--- src/rtl/float_fix_pkg.sv ---
// Shared format constants, FSM state encoding and the unpacked-operand record
// for the float-to-fixed converter.
package float_fix_pkg;

   localparam int BIAS       = 127;
   localparam int FRAC_W     = 23;
   localparam int EXP_W      = 8;
   localparam int MAX_LSHIFT = 8;
   localparam int MAX_RSHIFT = 25;

   localparam logic [31:0] SAT_POS = 32'h7FFF_FFFF;
   localparam logic [31:0] SAT_NEG = 32'h8000_0000;

   typedef enum logic [2:0] {
      ST_IDLE,
      ST_UNPACK,
      ST_SHIFT,
      ST_PACK,
      ST_DONE
   } state_e;

   // Decoded operand: fields, special-case flags and the clamped shift plan.
   typedef struct packed {
      logic              sign;
      logic [FRAC_W:0]   mant;       // hidden 1 plus fraction
      logic              is_zero;    // zero or denormal
      logic              is_nan;
      logic              is_inf;
      logic              left;       // shift direction, 1 = left
      logic [4:0]        cnt;        // clamped shift count
      logic              clamp_ovf;  // left shift beyond the clamp: certain overflow
   } unpack_t;

endpackage

--- src/rtl/f2x_unpack.sv ---
// Combinational operand decode: splits the IEEE-754 single into fields, flags
// zero/denormal, NaN and Inf, and turns exp - 150 + fixpointpos into a clamped
// one-direction shift count for the iterative aligner.
module f2x_unpack
   import float_fix_pkg::*;
(
   input  logic [31:0] operand_i,
   input  logic [4:0]  fixpointpos_i,
   output unpack_t     fields_o
);

   localparam logic signed [9:0] EXP_OFFSET = 10'(BIAS + FRAC_W);
   localparam logic signed [9:0] LCLAMP     = 10'(MAX_LSHIFT);
   localparam logic signed [9:0] RCLAMP     = 10'(MAX_RSHIFT);

   logic [EXP_W-1:0]  exp_w;
   logic [FRAC_W-1:0] frac_w;
   logic signed [9:0] shift_s;
   logic signed [9:0] neg_s;

   assign exp_w   = operand_i[30:23];
   assign frac_w  = operand_i[22:0];
   // Range is -150..136, so ten signed bits never wrap.
   assign shift_s = $signed({2'b00, exp_w}) - EXP_OFFSET + $signed({5'b00000, fixpointpos_i});
   assign neg_s   = -shift_s;

   // Field split, special decode and shift-count clamping.
   always_comb begin
      // NOTE: every output gets a default first so no path can infer a latch.
      fields_o           = '0;
      fields_o.sign      = operand_i[31];
      fields_o.mant      = {1'b1, frac_w};
      fields_o.is_zero   = (exp_w == '0);
      fields_o.is_nan    = (exp_w == '1) && (frac_w != '0);
      fields_o.is_inf    = (exp_w == '1) && (frac_w == '0);
      if (shift_s > 10'sd0) begin
         fields_o.left = 1'b1;
         if (shift_s > LCLAMP) begin
            fields_o.cnt       = LCLAMP[4:0];
            fields_o.clamp_ovf = 1'b1;
         end else begin
            fields_o.cnt = shift_s[4:0];
         end
      end else begin
         fields_o.left = 1'b0;
         if (neg_s > RCLAMP) fields_o.cnt = RCLAMP[4:0];
         else                fields_o.cnt = neg_s[4:0];
      end
   end

endmodule

--- src/rtl/float_to_fixed.sv ---
// IEEE-754 single to 32-bit signed fixed point with a runtime binary point.
// Alignment is one bit per cycle; valid/ready on both sides, one operand in
// flight. Define FLOAT2FIX_ROUND_EN for round-to-nearest-even, otherwise the
// magnitude is truncated toward zero.
module float_to_fixed
   import float_fix_pkg::*;
(
   input  logic        clk,
   input  logic        rst,
   input  logic        in_valid,
   output logic        in_ready,
   input  logic [31:0] targetnumber,
   input  logic [4:0]  fixpointpos,
   output logic [31:0] result,
   output logic        overflow,
   output logic        out_valid,
   input  logic        out_ready
);

   state_e      state_q, state_d;
   logic [31:0] op_q, op_d;
   logic [4:0]  fp_q, fp_d;
   logic        sign_q, sign_d;
   logic        nan_q, nan_d;
   logic        ovf_q, ovf_d;       // magnitude known to exceed the range
   logic        left_q, left_d;
   logic [4:0]  cnt_q, cnt_d;
   logic [31:0] mag_q, mag_d;
   logic [31:0] result_q, result_d;
   logic        ovf_out_q, ovf_out_d;

   unpack_t     fields;
   logic [32:0] mag_rnd;            // magnitude after optional rounding, carry kept
   logic [31:0] pack_res;
   logic        pack_ovf;

   f2x_unpack u_unpack (
      .operand_i     (op_q),
      .fixpointpos_i (fp_q),
      .fields_o      (fields)
   );

   assign in_ready  = (state_q == ST_IDLE);
   assign out_valid = (state_q == ST_DONE);
   assign result    = result_q;
   assign overflow  = ovf_out_q;

`ifdef FLOAT2FIX_ROUND_EN
   logic guard_q, guard_d, sticky_q, sticky_d, round_up;

   // Guard/sticky tracking: cleared on unpack, fed by each right shift.
   always_comb begin
      guard_d  = guard_q;
      sticky_d = sticky_q;
      if (state_q == ST_UNPACK) begin
         guard_d  = 1'b0;
         sticky_d = 1'b0;
      end else if (state_q == ST_SHIFT && !left_q) begin
         guard_d  = mag_q[0];
         sticky_d = sticky_q | guard_q;
      end
   end

   // Guard/sticky registers.
   always_ff @(posedge clk or negedge rst) begin
      if (!rst) begin
         guard_q  <= 1'b0;
         sticky_q <= 1'b0;
      end else begin
         guard_q  <= guard_d;
         sticky_q <= sticky_d;
      end
   end

   // Ties go to the even neighbour.
   assign round_up = guard_q & (sticky_q | mag_q[0]);
   assign mag_rnd  = {1'b0, mag_q} + {32'd0, round_up};
`else
   assign mag_rnd  = {1'b0, mag_q};
`endif

   // Saturation and sign application on the (rounded) magnitude.
   always_comb begin
      pack_res = mag_rnd[31:0];
      pack_ovf = 1'b0;
      if (nan_q) begin
         pack_res = '0;
         pack_ovf = 1'b1;
      end else if (!sign_q) begin
         if (ovf_q || mag_rnd >= 33'h0_8000_0000) begin
            pack_res = SAT_POS;
            pack_ovf = 1'b1;
         end
      end else begin
         // -2^31 is representable, so only strictly larger magnitudes saturate.
         if (ovf_q || mag_rnd > 33'h0_8000_0000) begin
            pack_res = SAT_NEG;
            pack_ovf = 1'b1;
         end else begin
            pack_res = -mag_rnd[31:0];
         end
      end
   end

   // FSM next state and datapath updates.
   always_comb begin
      state_d   = state_q;
      op_d      = op_q;
      fp_d      = fp_q;
      sign_d    = sign_q;
      nan_d     = nan_q;
      ovf_d     = ovf_q;
      left_d    = left_q;
      cnt_d     = cnt_q;
      mag_d     = mag_q;
      result_d  = result_q;
      ovf_out_d = ovf_out_q;
      case (state_q)
         ST_IDLE: begin
            if (in_valid) begin
               op_d    = targetnumber;
               fp_d    = fixpointpos;
               state_d = ST_UNPACK;
            end
         end
         ST_UNPACK: begin
            sign_d = fields.sign;
            nan_d  = fields.is_nan;
            ovf_d  = fields.clamp_ovf;
            left_d = fields.left;
            cnt_d  = fields.cnt;
            mag_d  = {8'd0, fields.mant};
            if (fields.is_zero || fields.is_nan || fields.is_inf) begin
               // Inf saturates by sign through the overflow flag; NaN and zero pack to 0.
               mag_d   = '0;
               cnt_d   = '0;
               ovf_d   = fields.is_inf;
               state_d = ST_PACK;
            end else if (fields.cnt == '0) begin
               state_d = ST_PACK;
            end else begin
               state_d = ST_SHIFT;
            end
         end
         ST_SHIFT: begin
            cnt_d = cnt_q - 5'd1;
            if (left_q) begin
               mag_d = {mag_q[30:0], 1'b0};
               // Top bit set with shifts still pending means the value is past 2^31.
               if (mag_d[31] && cnt_d != '0) begin
                  ovf_d   = 1'b1;
                  state_d = ST_PACK;
               end else if (cnt_d == '0) begin
                  state_d = ST_PACK;
               end
            end else begin
               mag_d = {1'b0, mag_q[31:1]};
               if (cnt_d == '0) state_d = ST_PACK;
            end
         end
         ST_PACK: begin
            result_d  = pack_res;
            ovf_out_d = pack_ovf;
            state_d   = ST_DONE;
         end
         ST_DONE: begin
            if (out_ready) state_d = ST_IDLE;
         end
         default: state_d = ST_IDLE;
      endcase
   end

   // State and datapath registers; reset discards any operand in flight.
   always_ff @(posedge clk or negedge rst) begin
      if (!rst) begin
         state_q   <= ST_IDLE;
         op_q      <= '0;
         fp_q      <= '0;
         sign_q    <= 1'b0;
         nan_q     <= 1'b0;
         ovf_q     <= 1'b0;
         left_q    <= 1'b0;
         cnt_q     <= '0;
         mag_q     <= '0;
         result_q  <= '0;
         ovf_out_q <= 1'b0;
      end else begin
         // NOTE: non-blocking so every register samples the pre-edge values together.
         state_q   <= state_d;
         op_q      <= op_d;
         fp_q      <= fp_d;
         sign_q    <= sign_d;
         nan_q     <= nan_d;
         ovf_q     <= ovf_d;
         left_q    <= left_d;
         cnt_q     <= cnt_d;
         mag_q     <= mag_d;
         result_q  <= result_d;
         ovf_out_q <= ovf_out_d;
      end
   end

endmodule

--- config.mk ---
export PLATFORM = sky130hd
export DESIGN_NAME = float_to_fixed
export DESIGN_NICKNAME = d
export VERILOG_FILES = /design/src/rtl/float_fix_pkg.sv /design/src/rtl/f2x_unpack.sv /design/src/rtl/float_to_fixed.sv
export SDC_FILE = /design/constraint.sdc
export NUM_CORES = 1
export LEC_CHECK = 0
export CAP_MARGIN = 30
export CORE_MARGIN = 8
export CORE_UTILIZATION = 30
export CTS_CLUSTER_DIAMETER = 50
export DETAILED_ROUTE_END_ITERATION = 7
export HOLD_SLACK_MARGIN = 0.03
export PLACE_DENSITY = 0.58
export SKIP_LAST_GASP = 1
export SLEW_MARGIN = 5
export SYNTH_ARGS = -nofsm -noshare
export SYNTH_HDL_FRONTEND = slang
export SYNTH_SLANG_ARGS = --single-unit
--- constraint.sdc ---
create_clock -name clk -period 5.86 [get_ports clk]
set_clock_uncertainty 0.05 [all_clocks]
set_input_delay 0.879 -clock clk [delete_from_list [all_inputs] [get_ports clk]]
set_output_delay 0.879 -clock clk [all_outputs]
set_load 0.005 [all_outputs]
Yosys cells after proc, flatten, opt, wreduce, memory -nomap -nowiden
Index checks and enable logic that the tools add are counted.
{ "word_totals": {"reg_bits": 114, "in_bits": 41, "out_inout_bits": 35} }
{ "classes": {"n_addsub": 5, "n_lt_le_gt_ge": 5, "eq_ne": 9, "mux": 30, "n_reduce_logical": 18} }
{ "op_table": {"columns": ["op", "n"], "rows": [
  ["two-way mux 32 bit", 5],
  ["case mux 32 bit (2 select lines)", 1],
  [">= comparator 32 bit, second input constant", 1],
  ["> comparator 32 bit, second input constant", 1],
  ["negator 32 bit", 1],
  ["two-way mux 24 bit", 1],
  ["logical NOT 23 bit", 1],
  ["nonzero test 23 bit", 1],
  ["two-way mux 3 bit", 5],
  ["two-way mux 5 bit", 3],
  ["case mux 3 bit (5 select lines)", 1],
  ["two-way mux 1 bit", 11],
  ["adder 10 x 6 -> 10 bit", 1],
  ["> comparator 10 x 1 -> 1 bit, second input constant", 1],
  ["> comparator 10 x 5 -> 1 bit, second input constant", 1],
  ["> comparator 10 x 6 -> 1 bit, second input constant", 1],
  ["logical NOT 5 bit", 2],
  ["negator 10 bit", 1],
  ["case mux 5 bit (2 select lines)", 1],
  ["subtractor 8 x 8 -> 9 bit, second input constant", 1],
  ["equality test 8 bit, second input constant", 1],
  ["logical NOT 8 bit", 1],
  ["equality test 3 x 2 -> 1 bit, second input constant", 2],
  ["two-way mux 6 bit", 1],
  ["13 further kinds", 21]
]} }

Logic depth before layout (Yosys ltp)
Gate-level depths: netlist (run 1).
{ "depth": {"depth_word": 10, "mapped_depth": 13} }

Cells and area by module
From an unflattened synthesis (run 1), not the netlist that was laid out.
{ "unflattened": {"hier_cells": 671, "area_unflattened_um2": 6809.0} }
{ "modules_own_cells": {"columns": ["mod", "instances", "cells_per_inst", "area_per_inst_um2"], "rows": [
  ["float_to_fixed", 1, 533, 5824.3],
  ["f2x_unpack", 1, 138, 984.7]
]} }

Worst setup path before layout (run 1)
Ideal clock, no wire load.
{ "synth_timing": {"path_kind": "register -> register", "start": "reg op_q[24]", "end": "reg state_q[0]", "setup_ns": 0.104, "arrival_time_ns": 3.091, "required_ns": 5.706, "path_slack_ns": 2.616, "path_stages_with_launch": 13, "synth_period_minus_slack_ns": 3.244, "cell_sequence": "dfrtp_1 -> ha_1 -> ha_1 -> buf_2 -> a21o_1 -> a211oi_1 -> nor2_1 -> nor3_1 -> nand3_1 -> xnor2_1 -> a31oi_2 -> a221o_1 -> o41ai_2"} }
{ "synth_between": {"elab_chain_cells": 10} }
{ "synth_rtl": {"columns": ["element", "line", "rtl"], "rows": [
  ["start, declared", "float_to_fixed.sv:21", "logic [31:0] op_q, op_d;"],
  ["start signal, assigned", "float_to_fixed.sv:190", "op_q <= op_d;"],
  ["subtractor 8 x 8 -> 9 bit", "f2x_unpack.sv:24", "assign shift_s = $signed({2'b00, exp_w}) - EXP_OFFSET + $signed({5'b00000, fixpointpos_i});"],
  ["adder 10 x 6 -> 10 bit", "f2x_unpack.sv:24", null],
  ["negator 10 bit", "f2x_unpack.sv:25", "assign neg_s = -shift_s;"],
  ["> comparator 10 x 6 -> 1 bit", "f2x_unpack.sv:46", "if (neg_s > RCLAMP) fields_o.cnt = RCLAMP[4:0];"],
  ["two-way mux 5 bit", "f2x_unpack.sv:46", null],
  ["two-way mux 6 bit", "f2x_unpack.sv:36", "if (shift_s > 10'sd0) begin"],
  ["logical NOT 5 bit", "float_to_fixed.sv:139", "end else if (fields.cnt == '0) begin"],
  ["two-way mux 1 bit", "float_to_fixed.sv:139", null],
  ["two-way mux 1 bit (*)", "float_to_fixed.sv:133", "if (fields.is_zero || fields.is_nan || fields.is_inf) begin"],
  ["case mux 3 bit (5 select lines) (*)", "float_to_fixed.sv:118", "case (state_q)"],
  ["end signal, assigned", "float_to_fixed.sv:189", "state_q <= state_d;"],
  ["end, declared", "float_to_fixed.sv:20", "state_e state_q, state_d;"]
]} }
Every way passes the cells marked *; elsewhere a longest branch is shown, timed or not.
A chain may end at the register's enable or synchronous reset.

Worst setup path in the final report (run 1)
{ "layout_timing": {"start": "reg op_q[23]", "end": "reg state_q[0]"} }
Same word-level chain as after synthesis.

==> results of run 1 <==
==> worst min-delay path, stage by stage (launching register included) <==
cell     delay [ns]
dfrtp_1        0.34
nand2_1        0.05
o21ai_0        0.06
==> power breakdown <==
part           switching [W]  internal, W
clock               0.000363     0.000860
sequential          0.000461      0.00115
combinational        0.00155      0.00139
==> synth_stat cells, drive strengths merged (2+ instances only) <==
master	n
mux2	36
nand3	12
nand2b	6
nor2	73
a211o	4
a31o	2
clkbuf	37
nand3b	4
or2	4
nor3	20
o41ai	2
xor2	6
o211ai	4
o22ai	12
nor3b	2
ha	12
a21oi	29
nand4	4
mux2i	35
a31oi	9
or4	3
a32o	2
o31ai	6
dfrtp	114
a211oi	9
inv	14
buf	13
o21ai	57
o21a	5
o32ai	3
and2	9
xnor2	10
a21o	3
nand2	67
a221o	23
a22o	13
nor2b	3
nor4	10
or3	3
==> final timing paths <==
kind                                   end  cells past startpoint
worst max-delay path            state_q[0]                     13
worst min-delay path            result[11]                      2
worst max register to register  state_q[0]                     13
worst min register to register  result[11]                      2
max in group asynchronous          op_q[2]                      2
min in group asynchronous          op_q[6]                      1
==> metal layers <==
layer / share of wire, % / wire length (µm) / GRT usage [%]
met1: 53 / 9120 / 18.7
met2: 41 / 7000 / 16.7
met3: 4.9 / 835 / 3.60
met4: 1.0 / 176 / 3.68
met5: 0 / 0 / 0
==> cell families (layout without fill, tap and decap cells) <==
kind of cell               Yosys count  count (layout)  synth area share (%)
and+or+nand+nor                    225             225                  16.5
AOI/OAI and AO/OA                  192             192                  19.9
DFF                                114             114                  42.5
muxes                               71              71                  11.2
buffers and inverters               66             129                  5.12
xor gates and xnor gates            16              16                  2.20
adders and majority gates           13              13                  2.53
==> state kept, by name, indices dropped and copies added (netlist names) <==
name	flops
cnt_q	5
fp_q	5
left_q	1
mag_q	32
nan_q	1
op_q	32
overflow	1
ovf_q	1
result	32
sign_q	1
state_q	3
==> per-stage QoR <==
step	worst slack [ns]	cells	util [%]	hold WS, ns
after global placement	2.41	1007	34.6	0.414
after detailed placement	2.28	1007	34.6	0.423
final	2.26	1040	37.8	0.426
after floorplan	2.62	697	-	0.396
after global routing	1.97	1040	37.8	0.457
after CTS	2.27	1039	37.8	0.435
==> layout make-up <==
class,count,area [µm²]
Tap cell,280,350
Timing Repair Buffer,82,801
Inverter,15,56.3
Multi-Input combinational cell,517,3530
Clock buffer,21,460
Sequential cell,114,2850
Fill cell,2226,13600
Clock inverter,11,230
==> flow_summary.ini, run 1 <==
[outcome]
status = completed

[worst_setup_path]
worst-path-buf-inv = 1
path_class = register to register
startpoint = op_q[23]
crit_required_ns = 6.12
startpoint_type = register
cpMaxStageDelayCell = fa_1
worstPathCellList = ha_1 > fa_1 > inv_1 > ha_1 > nand4b_1 > mux2i_1 > a31oi_1 > nor2_1 > xnor2_1 > a31o_2 > a31oi_2 > a221o_1 > o41ai_2
r2r_slack_ns = 2.26
critPathMaxStageDelay_ns = 0.56
critPathMaxFanout = 7
cp_top_family = compound AO/OA/AOI/OAI gates
worstPathArrival_ns = 3.85
crit-reg2reg-launch = op_q[23]
cp-end-kind = register
cp_common_cell = ha_1

[clocking]
cts_max_level = 4
cts_setup_buffers = 0
cts_root_buffer = clkbuf_16
cts.clk_slew.worst_paths_ns = 0.06
cts_resized = 0
hold_buffers = 0
worstSkewPairLatency_ns = 0.41
cts_sinks = 114
cts_tree = yes
clk_path_buf_depth = 2
numCtsBuffers = 17

[cells_and_area]
drive_above_1_share_pct = 13.7
insertedDiodeCount = 0
area_growth_pct = 23.2
layout_commonest_cell = dfrtp_1
mostFrequentLayoutCells = dfrtp_1 (114), clkdlybuf4s50_1 (74), nor2_1 (71)
final_area_um2 = 8280
final_nets = 801

[pwr]
total_power_w = 0.00578
leakagePower_nw = 3.35
cellPowerDensity_nw_per_um2 = 698
peakVddDrop_v = 0.000304

[synthesis]
synth-edff-count = 0
ys_seq_area_share_pct = 42.5
yosysTopAreaCell = dfrtp_1
synthCells = 697
yosys_warnings = 0
syn-num-nets = 751
synthesis.area_um2 = 6720
synth.distinct_cells = 75
yosys_register_bits = 114
yosys.area.top_type_share_pct = 42.5
synthArstFlopShare_pct = 100
syn_area_per_cell_um2 = 9.64
synthFlopType = dfrtp_1
yosys-top-cells-area = dfrtp_1 (42%), mux2_2 (6.0%), mux2i_1 (5.2%), nor2_1 (4.0%), o21ai_0 (3.9%)

[sta]
fmax_mhz = 278
setup_viol = 0
timing.final.crit_period_ns = 3.60
max_slew_margin_pct = 34.3
finalSetupTns_ns = 0
finalHoldViolCount = 0
finalMaxSlewViolations = 0
rsz0062_at_grt = false
finalCritPeriodShare_pct = 61.4
worst_pin_slew_ns = 0.986

[placed_design]
hpwlAfterDp_um = 12100
placed_cell_area_um2 = 7580
place_congestion = 0.818
port-buffer-count = 75

[floorplanning]
chipHeight_um = 166
die_w_um = 166
io_pins = 76
start_util_pct = 30.7
placement_rows = 54
die_area_um2 = 27400
core_area_um2 = 21900

[drt]
ant_nets = 0
num_vias = 5405
viasPerCell = 5.20
drtPass1Iterations = 5
totalWireLength_um = 17100
routedWlPerCell_um = 16.5
drt_iter0_drc = 333
drc_errors = 0

[global_routing]
grt_start_max_net_pins = 63
grt_overflow_total = 0
grt_pass1_vias = 5218
grt_usage_pct = 12.5
grt_pass1_wl_um = 28800
antenna_found_initial = 0

[hold_path]
min_from = result[11]
min_path_type = register to register

[run]
maxCapViolCount = 0
(Power assumes the default switching activity.)
==> inputs of run 2 (changes only) <==
--- a/config.mk
+++ b/config.mk
@@ -11,7 +11,7 @@
 export CTS_CLUSTER_DIAMETER = 50
 export DETAILED_ROUTE_END_ITERATION = 7
 export HOLD_SLACK_MARGIN = 0.03
-export PLACE_DENSITY = 0.58
+export PLACE_DENSITY = 0.6
 export SKIP_LAST_GASP = 1
 export SLEW_MARGIN = 5
 export SYNTH_ARGS = -nofsm -noshare
==> constraint.sdc (replaced) <==
create_clock -name clk -period 2.9 [get_ports clk]
set_clock_uncertainty 0.05 [all_clocks]
set_input_delay 0.435 -clock clk [delete_from_list [all_inputs] [get_ports clk]]
set_output_delay 0.435 -clock clk [all_outputs]
set_load 0.005 [all_outputs]
==> flow_summary.ini, run 2 (synthesized netlist as in run 1, its figures left out) <==
[outcome]
status = complete, but fails checks
violations = setup timing

[global_routing]
grt_usage_pct = 13.1
grt_start_max_net_pins = 61
grt_overflow_total = 0
grt_pass1_wl_um = 30000
grt_pass1_vias = 5520
antenna_found_initial = 0

[clocking]
hold_buffers = 0
clk_path_buf_depth = 2
numCtsBuffers = 17
cts_root_buffer = clkbuf_16
cts_max_level = 4
cts_sinks = 114
cts.clk_slew.worst_paths_ns = 0.06
worstSkewPairLatency_ns = 0.42
cts_tree = yes

[drt]
routedWlPerCell_um = 15.8
drc_errors = 0
drt_iter0_drc = 385
viasPerCell = 5.07
drtPass1Iterations = 5
num_vias = 5654
ant_nets = 0
totalWireLength_um = 17600

[sta]
max_slew_margin_pct = 38.0
rsz0062_at_grt = true
finalHoldViolCount = 0
setup_viol = 7
fmax_mhz = 323
finalCritPeriodShare_pct = 107
finalMaxSlewViolations = 0
timing.final.crit_period_ns = 3.09
setup_slack_ns = -0.192
worst_pin_slew_ns = 0.926

[cells_and_area]
insertedDiodeCount = 0
layout_commonest_cell = dfrtp_1
drive_above_1_share_pct = 25.4
stdcell_count = 1116
final_nets = 877
area_growth_pct = 35.3
mostFrequentLayoutCells = dfrtp_1 (114), buf_4 (78), clkdlybuf4s50_1 (74)
final_util_pct = 41.5

[floorplanning]
core_area_um2 = 21900
placement_rows = 54
die_area_um2 = 27400
start_util_pct = 30.7
die_w_um = 166
chipHeight_um = 166
io_pins = 76

[worst_setup_path]
worstPathCellList = inv_1 > fa_2 > buf_4 > buf_4 > nor2_1 > nand2_1 > nor3_2 > nand3_1 > xnor2_2 > a31oi_4 > buf_6 > a221o_1 > o41ai_2
cpMaxStageDelayCell = fa_2
worstPathArrival_ns = 3.36
critPathMaxFanout = 4
worst-path-buf-inv = 4
cp-end-kind = register
cp_common_cell = buf_4
critPathMaxStageDelay_ns = 0.46
path_class = register to register
crit_required_ns = 3.17
cp_top_family = compound AO/OA/AOI/OAI gates
startpoint_type = register

[pwr]
leakagePower_nw = 3.76
cellPowerDensity_nw_per_um2 = 1510
peakVddDrop_v = 0.000713

[placed_design]
hpwlAfterDp_um = 13200
dp_cells = 1075
port-buffer-count = 75
place_congestion = 0.782

[hold_path]
min_path_type = input port to asynchronous set/reset pin

[run]
maxCapViolCount = 0
run 2: path summary, 6_finish.rpt:
check	end	slack (ns)	cells past startpoint	start
min in group clk	result[31]	0.43	2	result[31]
max	state_q[0]	-0.19	13	op_q[24]
min	op_q[5]	0.05	1	rst
max in group asynchronous	result[31]	2.01	2	rst
min reg2reg	result[31]	0.43	2	result[31]
max reg2reg	state_q[0]	-0.19	13	op_q[24]
run 2: timing repair:
action                     CTS  global route
buffers inserted            12             0
pin swaps                   31            13
setup endpoints to repair    8            11
resized for setup           21             7
run 2: report_power, final:
part           switching (W)  total (W)  internal (W)  leakage [nW]
Combinational        0.00394    0.00826       0.00432          2.02
Clock               0.000728    0.00241       0.00168         0.324
Sequential          0.000759    0.00309       0.00233          1.41
Total                0.00543     0.0138       0.00833          3.76
run 2: final cells by class:
type	count	area [µm²]
Fill cell	2160	12800
Clock inverter	9	200
Inverter	15	56.3
Clock buffer	23	478
Tap cell	280	350
Multi-Input combinational cell	517	3730
Sequential cell	114	2850
Timing Repair Buffer	158	1420
run 2: stage by stage:
stage | setup WS (ns) | total power, W | instance area (µm²) | TNS [ns] | hold WS [ns]
2_1_floorplan | -0.182 | 0.00804 | 6810 | -0.389 | 0.0894
4_1_cts | -0.251 | 0.0138 | 9060 | -1.10 | 0.0795
6_report | -0.192 | 0.0138 | 9090 | -0.739 | 0.0521
3_5_place_dp | -0.271 | 0.0107 | 8210 | -1.36 | 0.422
3_3_place_gp | -0.181 | 0.0106 | 8210 | -0.786 | 0.415
5_1_grt | -0.362 | 0.0149 | 9090 | -1.83 | 0.107
run 2: layer usage:
metal | vias to the layer above | track usage, % | wire (µm)
met2 | 131 | 18.5 | 7500
met3 | 14 | 4.16 | 979
met5 | - | 0 | 0
li1 | 2834 | - | -
met4 | 0 | 3.80 | 170
met1 | 2675 | 18.5 | 8990
==> inputs of run 3 (changes only) <==
--- a/config.mk
+++ b/config.mk
@@ -13,7 +13,7 @@
 export HOLD_SLACK_MARGIN = 0.03
 export PLACE_DENSITY = 0.6
 export SKIP_LAST_GASP = 1
-export SLEW_MARGIN = 5
+export SLEW_MARGIN = 20
 export SYNTH_ARGS = -nofsm -noshare
 export SYNTH_HDL_FRONTEND = slang
 export SYNTH_SLANG_ARGS = --single-unit
==> results of run 3 <==
The final DEF is identical to that of run 2; final timing and power are the same.
